--- config.mk ---
export PLATFORM = sky130hd
export DESIGN_NAME = bcd_score_counter
export DESIGN_NICKNAME = d
export VERILOG_FILES = /design/src/rtl/bcd_score_counter.sv
export SDC_FILE = /design/constraint.sdc
export NUM_CORES = 1
export LEC_CHECK = 0
export ABC_CLOCK_PERIOD_IN_PS = 3100
export BUFFER_PORTS_ARGS = -buffer_cell sky130_fd_sc_hd__buf_2
export CAP_MARGIN = 20
export CORE_MARGIN = 3
export CORE_UTILIZATION = 49
export CTS_CLUSTER_SIZE = 20
export DETAILED_ROUTE_END_ITERATION = 6
export PLACE_DENSITY = 0.84
export SYNTH_ARGS = -nofsm -noshare
export SYNTH_HDL_FRONTEND = slang
export SYNTH_SLANG_ARGS = --single-unit
--- constraint.sdc ---
create_clock -name clock -period 3.1 [get_ports clock]
set_input_delay 0.775 -clock clock [delete_from_list [all_inputs] [get_ports clock]]
set_output_delay 0.775 -clock clock [all_outputs]
set_load 0.005 [all_outputs]
--- src/rtl/bcd_score_counter.sv ---
// Multi-digit BCD score counter with high-score latch and 7-segment drive.
// Sits between the game logic incr pulse and the board HEX displays.
module bcd_score_counter #(
  parameter int NUM_DIGITS    = 3,
  parameter bit WRAP          = 1'b0,
  parameter bit BLANK_LEADING = 1'b1
) (
  input  logic                    clock,
  input  logic                    reset,
  input  logic                    clear,
  input  logic                    enable,
  input  logic                    incr,
  input  logic                    par_load,
  input  logic [4*NUM_DIGITS-1:0] d,
  output logic [4*NUM_DIGITS-1:0] score,
  output logic [4*NUM_DIGITS-1:0] high_score,
  output logic                    new_high,
  output logic                    overflow,
  output logic [7*NUM_DIGITS-1:0] hex_out
);

  localparam int W = 4 * NUM_DIGITS;

  logic [W-1:0] inc_val;
  logic [W-1:0] load_val;
  logic [W-1:0] next_score;
  logic         next_ov;
  logic         carry;
  logic         bump;

  function automatic logic [6:0] seg7(input logic [3:0] n);
    logic [6:0] s;
    case (n)
      4'd0:    s = 7'b1000000;
      4'd1:    s = 7'b1111001;
      4'd2:    s = 7'b0100100;
      4'd3:    s = 7'b0110000;
      4'd4:    s = 7'b0011001;
      4'd5:    s = 7'b0010010;
      4'd6:    s = 7'b0000010;
      4'd7:    s = 7'b1111000;
      4'd8:    s = 7'b0000000;
      4'd9:    s = 7'b0011000;
      default: s = 7'b1111111;
    endcase
    return s;
  endfunction

  // carry out of the top digit means the score is all 9s
  always_comb begin
    inc_val  = score;
    load_val = d;
    carry    = 1'b1;
    for (int i = 0; i < NUM_DIGITS; i++) begin
      if (carry) begin
        if (score[4*i +: 4] == 4'd9) begin
          inc_val[4*i +: 4] = 4'd0;
        end else begin
          inc_val[4*i +: 4] = score[4*i +: 4] + 4'd1;
          carry = 1'b0;
        end
      end
      if (d[4*i +: 4] > 4'd9)
        load_val[4*i +: 4] = 4'd0;
    end
  end

  always_comb begin
    next_score = score;
    next_ov    = overflow;
    if (clear) begin
      next_score = '0;
      next_ov    = 1'b0;
    end else if (par_load) begin
      next_score = load_val;
      next_ov    = 1'b0;
    end else if (enable && incr) begin
      if (carry) next_ov = 1'b1;
      next_score = (carry && !WRAP) ? score : inc_val;
    end
    bump = next_score > high_score;
  end

  always_ff @(posedge clock) begin
    if (reset) begin
      score      <= '0;
      high_score <= '0;
      new_high   <= 1'b0;
      overflow   <= 1'b0;
    end else begin
      score    <= next_score;
      overflow <= next_ov;
      new_high <= bump;
      if (bump) high_score <= next_score;
    end
  end

  // walk from the top digit so "lead" tracks all-higher-digits-zero
  always_comb begin
    logic lead;
    logic [3:0] nib;
    hex_out = '1;
    lead    = 1'b1;
    for (int i = NUM_DIGITS - 1; i >= 0; i--) begin
      nib  = score[4*i +: 4];
      lead = lead && (nib == 4'd0);
      if (BLANK_LEADING && i != 0 && lead)
        hex_out[7*i +: 7] = 7'b1111111;
      else
        hex_out[7*i +: 7] = seg7(nib);
    end
  end

endmodule

# Yosys cells after proc, flatten, opt, wreduce, memory -nomap -nowiden
# Memories as Yosys holds them, arrays and structs flattened. A register that Yosys moved wholly into a read port is not among the register bits.
# Index checks and enable logic that the tools add are counted.
[word_totals] inputBits=18 rom_bits=336 register_bits=26 out_inout_bits=47 mem_count=3 elab_cells=45
[mem_list] memory="(no name shown)" words=16 width=7 rd=1 rd_clocked_by_memory_dff=1 wr=0 line_no="33" text="case (n)"
[mem_list] memory="(no name shown)" words=16 width=7 rd=1 rd_clocked_by_memory_dff=1 wr=0 line_no="33"
[mem_list] memory="(no name shown)" words=16 width=7 rd=1 rd_clocked_by_memory_dff=1 wr=0 line_no="33"
[classes] n_mux=22 addsub=3 n_lt_le_gt_ge=4 eq_ne=3 reduce_logical=6
[op_table] op="12-bit 2-to-1 mux" count=4
[op_table] op="4-bit 2-to-1 mux" count=11
[op_table] op="7-bit 2-to-1 mux" count=2
[op_table] op="4-bit by 1-bit adder with 4-bit output, second input constant" count=3
[op_table] op="4-bit == test, second input constant" count=3
[op_table] op="12-bit greater-than comparator" count=1
[op_table] op="4-bit greater-than comparator, second input constant" count=3
[op_table] op="4-bit zero test" count=2
[op_table] op="1-bit 2-to-1 mux" count=5
[op_table] op="3-bit OR reduction" count=1
[op_table] op="1-bit logical AND" count=2
[op_table] op="2-bit AND reduction" count=1

# Longest topological paths before layout
# Gate-level depths: netlist of run 1.
[depth] ltp_word=9 depth_mapped=16 depth_no_buf=15

# Worst setup path before layout of run 1
# No wires, ideal clock.
[synth_timing] kind="input -> register" startpoint="in enable" endpoint="reg high_score[2]" path_slack_ps=-203 setup_ps=121 n_path_buf=0 path_stages=12 arrival_time_ps=3183 required_time_ps=2979 cell_sequence="nand3_1 o21a_1 o31ai_1 inv_1 ha_1 and4b_1 a211oi_1 o21ai_0 a21oi_1 o21ai_0 o22ai_2 mux2_2"
[synth_via] elab_chain_cells=5
[synth_rtl] item="start, declared" line_no="11" text="input logic enable,"
[synth_rtl] item="1-bit logical AND" line_no="77" text="end else if (enable && incr) begin"
[synth_rtl] item="12-bit 2-to-1 mux" line_no="77"
[synth_rtl] item="12-bit 2-to-1 mux" line_no="74" text="end else if (par_load) begin"
[synth_rtl] item="12-bit 2-to-1 mux" line_no="71" text="if (clear) begin"
[synth_rtl] item="named net next_score[6]" line_no="26" text="logic [W-1:0] next_score;"
[synth_rtl] item="12-bit greater-than comparator" line_no="81" text="bump = next_score > high_score;"
[synth_rtl] item="end signal, assigned" line_no="94" text="if (bump) high_score <= next_score;"
[synth_rtl] item="end, declared" line_no="16" text="output logic [4*NUM_DIGITS-1:0] high_score,"
# The timed path passes the listed nets, and every way through them passes these cells.
# A chain may end at the register's enable or synchronous reset.

# Final worst setup path of run 1
[layout_timing] startpoint="in enable" endpoint="reg high_score[3]"
# Same word-level chain as after synthesis.

==> impl_results.md, run 1 <==
* Status: finished with violations
* Failing checks: negative setup slack
* Fraction of the cycle the final worst path needs at 100%
* Series of cell instances along the critical path: buf_2 > nand3_2 > o21a_1 > o31ai_4 > inv_1 > ha_1 > and4b_1 > a211oi_2 > o21ai_1 > a21oi_2 > o21ai_2 > o22ai_4 > buf_6 > mux2i_1
* Number of enable-type register cells in the synthesized netlist at 0
* Max-slew violation count at 0
* Final setup violation count at 1
* Sequential share of the synthesized area at 31.4%
* Pin count of the biggest net entering global routing at 17
* Worst slew margin relative to its limit at 75.9%
* Fin Hold WS at 0.494 ns
* Cell type of the slowest stage on the worst timing path: o31ai_4
* Number of max-cap violations at 0
* Skew-Pair Late Insertion Delay at 0.30 ns
* Setup TNS at -0.00528 ns
* RSZ-0062 raised after global routing: yes
* Comb pwr share at 29.9%
* Initial antenna violation count at 0
* Cell area reported after detailed placement at 0.00366 mm^2
* Met3 routed WL at 678 um
* CP bufs+invs at 3
* Area Overhead vs Synth at 32.6%
* Cell count after synthesis at 357
* Detail-routed via count per cell at 5.68
* Final non-filler cell total at 532
* First drt pass iteration count at 5
* Portion of total power attributed to the clock network at 27.7%
* Startpoint Class: input port
* Worst hold path depth at 2
* Crit end category: flop
* Overall power of the completed layout at 1.56 mW
* Leakage at 2.00 nW
* Largest vdd supply drop at 0.257 mV
* CP peak stage delay at 0.32 ns
* Avg Inst Size Synth at 8.40 um^2
* Global route total overflow at 0
* Distinct cells, synth at 50
* H-tree levels at 2
* Wire length of the first global-routing pass at 13.1 mm
* Number of buffers inserted by port buffering at 64
* Number of sinks on the clock net at 47
* Depth of the worst register-to-register path at 15
* Maximum clock rate at 0.322 GHz
* Full die area at 0.00709 mm^2
* Top metal layer carrying routed signals: met4
* Number of register bits inferred by synthesis at 47
* All-layer global routing usage at 22.1%
* Fin util at 69.6%
* Startpoint-to-endpoint class of the critical path: in -> reg
* Placed cells at 517
* Routed length per placed instance at 15.9 um
* Maximum clock path buffer count at 2
* Worst slack, placed at -0.271 ns
* Clock transition at the register clock pins on the worst setup and hold paths after CTS at 0.08 ns
* Number of design rule violations left after detail routing at 0
* Number of nets in the final layout at 512
* Via count of the first global-routing pass at 2758
* Arrival time at the worst endpoint at 3.33 ns
* Synth top cells by count: dfxtp_1, inv_1, ha_1, nand2_1
* Crit path time final at 3.11 ns
* Post-DRT Antenna Nets at 0
* Final GP Congestion at 0.996
* Area of all placed cells without fillers at 0.00397 mm^2
* Async SR Flop Fraction at 0%
* Final worst-path setup slack at -0.00528 ns
* Number of clock buffers inserted by TritonCTS at 5
* Synthesized area at 0.00300 mm^2
* Cell taking the most area after synthesis: dfxtp_1
* Overall via count from detail_route at 3024
* Critical path fanouts, max at 7
* Predominant post-synthesis flop cell: dfxtp_1
* Clock tree from TritonCTS: done
* Most common cell in the netlist: dfxtp_1
* Top-level port count at 65
* Sw frac at 29.3%
* Cell Rows at 27
* Total routed wirelength at 8.46 mm
* Metal-1 WL at 3.58 mm
* Max Clock Skew at 0.00719 ns
* Buffer cell driving the clock tree root: clkbuf_8
* YS warnings at 0
* Area of the placeable core at 0.00571 mm^2
* Worst min-delay path class: reg -> reg
* Initial DRC count at 417
* Mapped Nets at 409
* Share of the synthesized area in the top cell type at 31.4%
* Share of power burned in registers at 42.3%
* Stages on the worst setup path at 14
* Die width at 84.2 um
* Worst-Margin Slew at 0.358 ns
* Share of layout cells above drive strength 1 at 36.7%
* Vert. Die Dim at 84.2 um
* Required time of the critical path at 3.33 ns
* Placed wire-length estimate after detailed placement at 6.12 mm
* Power per Cell Area at 393 mW/mm^2
* CP delay by family, top: compound AO/OA/AOI/OAI gates
* Power Internal at 1.10 mW
* Initial cell density of the core at 52.5%
* Antenna cell count at 0
* Switching pwr at 0.458 mW
* Cts-stage hold buffer count at 0
* Routed length on met2 at 4.01 mm
* Cell types with the largest area share after synthesis: dfxtp_1, ha_1, mux2i_1
* Hold violation count in the final report at 0
power by group through the flow:
stage | Combinational (mW) | Clock, mW | Sequential, mW
floorplan | 0.253 | 0 | 0.674
global placement | 0.393 | 0 | 0.672
detailed placement | 0.405 | 0 | 0.673
CTS | 0.428 | 0.438 | 0.659
global route | 0.508 | 0.461 | 0.665
finish | 0.467 | 0.433 | 0.661
cell type report:
| class | count | area, um^2 |
|---|---|---|
| Fill cell | 434 | 1740 |
| Timing Repair Buffer | 109 | 678 |
| Multi-Input combinational cell | 260 | 2020 |
| Tap cell | 72 | 90.1 |
| Clock buffer | 6 | 72.6 |
| Sequential cell | 47 | 946 |
| Inverter | 37 | 139 |
| Clock inverter | 1 | 30.0 |
final timing paths:
kind / startpoint / to / slack [ns]
max reg2reg: score[5] / high_score[3] / 0
max: enable / high_score[3] / -0.005
min reg2reg: high_score[1] / high_score[1] / 0.49
min: high_score[1] / high_score[1] / 0.49
layout by cell type, fill, tap and decap left out, types with 2 or more instances in the layout:
| master | instances |
|---|---|
| o21ai_1 | 4 |
| nor3_2 | 2 |
| a31oi_1 | 3 |
| a211oi_2 | 2 |
| o22ai_1 | 2 |
| nand4_1 | 2 |
| dfxtp_1 | 43 |
| o21ai_0 | 7 |
| xnor2_1 | 5 |
| or2_2 | 10 |
| inv_2 | 3 |
| nor2_1 | 29 |
| nand3_1 | 12 |
| o21ai_2 | 3 |
| inv_1 | 34 |
| o31ai_1 | 2 |
| nor2b_1 | 3 |
| clkbuf_8 | 5 |
| buf_6 | 2 |
| nor3_1 | 7 |
| a21o_1 | 2 |
| ha_1 | 29 |
| mux2i_1 | 16 |
| buf_2 | 64 |
| buf_4 | 42 |
| and3b_2 | 3 |
| a22o_1 | 2 |
| a21oi_1 | 28 |
| nand2_1 | 31 |
| dfxtp_2 | 4 |
| nand2b_1 | 13 |
| ha_4 | 5 |
| nand3b_4 | 3 |
| o21a_1 | 2 |
| a21oi_2 | 2 |
| a221oi_1 | 3 |
| and2_1 | 2 |
routing by layer:
| layer | vias up | GRT usage [%] |
|---|---|---|
| li1 | 1423 | - |
| met3 | 17 | 4.91 |
| met1 | 1434 | 29.6 |
| met2 | 150 | 35.9 |
| met4 | 0 | 5.99 |
| met5 | - | 0 |
timing repair:
action	CTS	global route
pin swaps	3	15
buffers inserted	0	8
setup endpoints to repair	11	12
resized for setup	8	28
worst register-to-register path, stage by stage (launching register included):
cell      delay (ns)
dfxtp_2         0.34
buf_4           0.13
ha_1            0.17
nand3_2         0.10
o21a_1          0.23
o31ai_4         0.32
inv_1           0.08
ha_1            0.31
and4b_1         0.20
a211oi_2        0.14
o21ai_1         0.11
a21oi_2         0.19
o21ai_2         0.10
o22ai_4         0.25
buf_6           0.18
mux2i_1         0.19
cell families after synthesis:
group	synth area share [%]
compound gates	16.5
buf+inv	6.97
flops	31.4
mux	6.09
xor+xnor	1.46
fa+ha+maj	14.2
simple gates	23.4
No activity file was read; power rests on OpenSTA's default activity.
==> inputs of run 2 (changes only) <==
CORE_UTILIZATION = 51   (was 49)
CTS_BUF_LIST = sky130_fd_sc_hd__clkbuf_8   (was not set)
PLACE_DENSITY = 0.87   (was 0.84)
TNS_END_PERCENT = 10   (was not set)
==> impl_results.md, run 2 (synthesis results as in run 1) <==
* Cell Rows at 27
* Depth of the worst register-to-register path at 16
* Total routed wirelength at 9.16 mm
* Number of nets in the final layout at 511
* Maximum clock path buffer count at 2
* Area of the placeable core at 0.00561 mm^2
* Share of layout cells above drive strength 1 at 35.2%
* All-layer global routing usage at 25.2%
* Worst slack, placed at -0.332 ns
* Max Clock Skew at 0.0187 ns
* Startpoint of the worst hold path: high_score[4]
* Top-level port count at 65
* Endpoint of the worst-slack reg-to-reg timing path: high_score[6]
* Maximum clock rate at 0.301 GHz
* Series of cell instances along the critical path: inv_2 > ha_4 > nand3b_4 > buf_6 > nor4_4 > mux2i_1 > o21ai_2 > ha_1 > a21o_1 > a21oi_2 > o21ai_1 > a21oi_2 > o21ai_2 > o22ai_4 > buf_6 > mux2i_1
* Hold violation count in the final report at 0
* Antenna cell count at 0
* Number of sinks on the clock net at 47
* Startpoint Class: flop
* Required time of the critical path at 3.32 ns
* Skew-Pair Late Insertion Delay at 0.31 ns
* Crit end category: flop
* Fin util at 69.6%
* Max-slew violation count at 0
* Buffer cell driving the clock tree root: clkbuf_8
* Vert. Die Dim at 82.7 um
* Final worst-path setup slack at -0.225 ns
* Cell type of the slowest stage on the worst timing path: dfxtp_2
* H-tree levels at 2
* CP peak stage delay at 0.34 ns
* Worst min-delay path class: reg -> reg
* Worst-Margin Slew at 0.384 ns
* Number of max-cap violations at 0
* Wire length of the first global-routing pass at 13.2 mm
* Flop-to-flop setup slack at -0.22 ns
* Clock tree from TritonCTS: done
* Detail-routed via count per cell at 5.89
* Status: finished with violations
* First drt pass iteration count at 5
* Area Overhead vs Synth at 30.2%
* Initial antenna violation count at 0
* Final non-filler cell total at 532
* Failing checks: negative setup slack
* Via count of the first global-routing pass at 2922
* Critical path fanouts, max at 7
* Placed cells at 517
* Startpoint-to-endpoint class of the critical path: reg -> reg
* Hold EP: high_score[4]
* Overall via count from detail_route at 3133
* Post-DRT Antenna Nets at 0
* Die width at 82.7 um
* Worst slew margin relative to its limit at 74.1%
* Number of buffers inserted by port buffering at 64
* Area of all placed cells without fillers at 0.00390 mm^2
* Leakage at 1.98 nW
* Final setup violation count at 12
* Placed wire-length estimate after detailed placement at 6.38 mm
* Pin count of the biggest net entering global routing at 16
* Fin Hold WS at 0.495 ns
* CP delay by family, top: compound AO/OA/AOI/OAI gates
* Largest vdd supply drop at 0.358 mV
* Initial DRC count at 304
* Arrival time at the worst endpoint at 3.54 ns
* Cell area reported after detailed placement at 0.00365 mm^2
* Launching point of the worst reg2reg path: score[5]
* Global route total overflow at 0
* Commonest non-fill, non-tap cell in the layout: buf_2
* Crit path time final at 3.32 ns
* Final GP Congestion at 0.920
* Full die area at 0.00683 mm^2
* Worst hold path depth at 2
* Initial cell density of the core at 53.5%
* Cts-stage hold buffer count at 0
* Number of design rule violations left after detail routing at 0
* Fraction of the cycle the final worst path needs at 107%
* Commonest non-fill, non-tap cells in the layout: buf_2, dfxtp_1, buf_4
* Number of clock buffers inserted by TritonCTS at 5
* RSZ-0062 raised after global routing: yes
* Clock transition at the register clock pins on the worst setup and hold paths after CTS at 0.10 ns
* CP bufs+invs at 3
* Routed length per placed instance at 17.2 um
* Power per Cell Area at 385 mW/mm^2
==> run 2: cell types whose count changed in the layout (fill, tap and decap cells not counted), moves of 2 or more <==
| cell | before | now |
|---|---|---|
| ha_4 | 5 | 2 |
| inv_2 | 3 | 1 |
| inv_1 | 34 | 37 |
| ha_1 | 29 | 31 |
==> run 2: cell type report <==
class / instances / area (um^2)
Multi-Input combinational cell: 260 / 1980
Fill cell: 420 / 1710
Sequential cell: 47 / 945
Timing Repair Buffer: 108 / 662
Inverter: 37 / 139
Tap cell: 72 / 90.1
Clock buffer: 5 / 68.8
Clock inverter: 3 / 16.3
==> run 2: how the worst max path moves through the flow <==
| stage | from | to | slack (ns) | depth (start not counted) |
|---|---|---|---|---|
| global placement | enable | high_score[6] | -0.14 | 15 |
| floorplan | enable | high_score[2] | 0.01 | 12 |
| global route | score[5] | high_score[6] | -0.34 | 16 |
| detailed placement | enable | high_score[6] | -0.33 | 15 |
| finish | score[5] | high_score[6] | -0.22 | 16 |
| CTS | score[1] | high_score[6] | 0.005 | 15 |
==> run 2: repair_timing <==
| item | in CTS | in global routing |
|---|---|---|
| setup endpoints to repair | 11 | 12 |
| pin swaps | 4 | 11 |
| setup buffers | 2 | 5 |
| gates resized for setup | 15 | 13 |
==> run 2: metrics by stage <==
stage	power (mW)	TNS, ns
2_1_floorplan	0.927	0
3_3_place_gp	1.06	-1.49
3_5_place_dp	1.08	-3.35
4_1_cts	1.46	0
5_1_grt	1.57	-3.53
6_report	1.50	-2.17
==> run 2: power breakdown <==
group	leakage, nW	switching (mW)	total, mW	internal, mW
Sequential	0.385	0.0212	0.661	0.640
Combinational	1.55	0.249	0.477	0.227
Clock	0.0453	0.212	0.367	0.155
==> run 2: worst register-to-register path, stage by stage, from the launching register on <==
cell      delay [ns]
dfxtp_2         0.34
inv_2           0.07
ha_4            0.16
nand3b_4        0.08
buf_6           0.14
nor4_4          0.32
mux2i_1         0.27
o21ai_2         0.10
ha_1            0.33
a21o_1          0.21
a21oi_2         0.11
o21ai_1         0.12
a21oi_2         0.24
o21ai_2         0.11
o22ai_4         0.24
buf_6           0.18
mux2i_1         0.21
==> run 2: per-layer routing <==
metal  GRT usage (%)  wire length, um
met1            30.6             3680
met2            44.3             4370
met3            4.23              759
met4            9.15              348
met5               0                0
==> inputs of run 3 (changes only) <==
--- a/config.mk
+++ b/config.mk
@@ -16,2 +16,3 @@
 export PLACE_DENSITY = 0.87
+export REMOVE_ABC_BUFFERS = 1
 export SYNTH_ARGS = -nofsm -noshare
--- a/constraint.sdc
+++ b/constraint.sdc
@@ -3,2 +3,2 @@
 set_output_delay 0.775 -clock clock [all_outputs]
-set_load 0.005 [all_outputs]
+set_load 0.02 [all_outputs]
==> impl_results.md, run 3 (synthesis results as in run 1) <==
* All-layer global routing usage at 25.2%
* Initial DRC count at 273
* Number of max-cap violations at 0
* Metal-1 WL at 3.50 mm
* Number of design rule violations left after detail routing at 0
* Placed cells at 523
* Initial antenna violation count at 0
* Startpoint Class: flop
* Cell area reported after detailed placement at 0.00366 mm^2
* Largest vdd supply drop at 0.214 mV
* Antenna cell count at 0
* Worst min-delay path class: reg -> reg
* Share of power burned in registers at 43.7%
* Multi-input gate area at 0.00195 mm^2
* Critical path fanouts, max at 7
* Maximum clock path buffer count at 2
* Final non-filler cell total at 537
* Met3 routed WL at 633 um
* Initial cell density of the core at 53.5%
* Portion of total power attributed to the clock network at 23.9%
* Worst slew margin relative to its limit at 74.7%
* Number of nets in the final layout at 516
* Hold violation count in the final report at 0
* Placed wire-length estimate after detailed placement at 6.29 mm
* Depth of the worst register-to-register path at 16
* Full die area at 0.00683 mm^2
* Area of all placed cells without fillers at 0.00391 mm^2
* Maximum clock rate at 0.315 GHz
* Final worst-path setup slack at -0.0792 ns
* Crit path time final at 3.18 ns
* Clock transition at the register clock pins on the worst setup and hold paths after CTS at 0.09 ns
* Failing checks: negative setup slack
* Number of clock buffers inserted by TritonCTS at 5
* Worst hold path depth at 2
* Commonest non-fill, non-tap cells in the layout: buf_2, buf_4, dfxtp_1
* Sequential cell area in the final layout at 951 um^2
* Fin Hold WS at 0.495 ns
* Share of layout cells above drive strength 1 at 37.0%
* Area of the placeable core at 0.00561 mm^2
* Status: finished with violations
* Number of sinks on the clock net at 47
* Comb pwr share at 32.3%
* Via count of the first global-routing pass at 2798
* Required time of the critical path at 3.32 ns
* Arrival time at the worst endpoint at 3.40 ns
* Post-DRT Antenna Nets at 0
* Worst-Margin Slew at 0.379 ns
* Commonest non-fill, non-tap cell in the layout: buf_2
* Overall via count from detail_route at 3061
* Routed length per placed instance at 15.9 um
* Clock tree from TritonCTS: done
* Vert. Die Dim at 82.7 um
* Die width at 82.7 um
* Final GP Congestion at 0.947
* Number of buffers inserted by port buffering at 64
* Power per Cell Area at 386 mW/mm^2
* Startpoint-to-endpoint class of the critical path: reg -> reg
* Top-level port count at 65
* Buffer cell driving the clock tree root: clkbuf_8
* Routed length on met2 at 4.19 mm
* Max-slew violation count at 0
* Cell Rows at 27
* RSZ-0062 raised after global routing: yes
* Crit end category: flop
* Sw frac at 33.4%
* Power Internal at 1.00 mW
* Number of fill cells at 441
* Pin count of the biggest net entering global routing at 20
* Max Clock Skew at 0.0147 ns
* Skew-Pair Late Insertion Delay at 0.31 ns
* Wire length of the first global-routing pass at 13.1 mm
* Leakage at 2.00 nW
* Detail-routed via count per cell at 5.70
* Switching pwr at 0.505 mW
* Overall power of the completed layout at 1.51 mW
* First drt pass iteration count at 5
* Fraction of the cycle the final worst path needs at 103%
* Global route total overflow at 0
* Top metal layer carrying routed signals: met4
* H-tree levels at 2
* Final setup violation count at 10
* Area Overhead vs Synth at 30.4%
* Total routed wirelength at 8.52 mm
==> run 3: cell count changes in the layout (fill, tap and decap cells not counted), sizes merged <==
cell  previous run  this run
buf            108       113
==> run 3: critical path, stage by stage (launching register included) <==
cell and delay, ns:
dfxtp_1 0.33, inv_1 0.08, ha_1 0.17, buf_4 0.13
nand3b_4 0.10, o31ai_4 0.27, a21oi_1 0.14, or3_4 0.39
inv_1 0.08, ha_1 0.25, a21oi_2 0.16, o21ai_2 0.08
a21oi_2 0.21, nor3_4 0.05, o22ai_2 0.23, buf_6 0.19
mux2i_2 0.23
==> run 3: final cells by class <==
class	instances	area share, %
Tap cell	72	2.30
Clock inverter	3	0.416
Timing Repair Buffer	113	17.7
Sequential cell	47	24.3
Inverter	37	3.55
Multi-Input combinational cell	260	50.0
Clock buffer	5	1.76
==> run 3: worst paths after layout <==
kind / start / end / slack [ns]
worst max register to register: score[9] / high_score[8] / -0.08
worst min-delay path: high_score[10] / high_score[10] / 0.49
worst min register to register: high_score[10] / high_score[10] / 0.49
worst max-delay path: score[9] / high_score[8] / -0.08
==> run 3: what timing repair did <==
action,4_1_cts,5_1_grt
gates resized for setup,18,18
setup endpoints to repair,12,13
setup buffers,3,3
pin swaps,4,5
hold buffers,0,0
==> run 3: routing by layer <==
layer,vias up,GRT usage (%)
met5,-,0
met4,0,8.82
met3,27,4.45
met2,178,42.5
met1,1418,32.2
li1,1438,-
==> run 3: stage by stage <==
stage                     setup TNS (ns)  util, %  setup slack, ns
after floorplan                    -4.99        -           -0.617
after global placement             -3.16     65.3           -0.291
after detailed placement           -4.77     65.3           -0.442
after CTS                       -0.00235     68.7         -0.00235
after global routing               -2.28     69.7           -0.251
final                             -0.300     69.7          -0.0792
==> run 3: power by group through the flow <==
| stage | Clock, mW | Sequential, mW | Combinational (mW) |
|---|---|---|---|
| after floorplan | 0 | 0.701 | 0.249 |
| after global placement | 0 | 0.672 | 0.436 |
| after detailed placement | 0 | 0.673 | 0.451 |
| after CTS | 0.366 | 0.660 | 0.471 |
| after global routing | 0.396 | 0.665 | 0.529 |
| final | 0.361 | 0.660 | 0.488 |
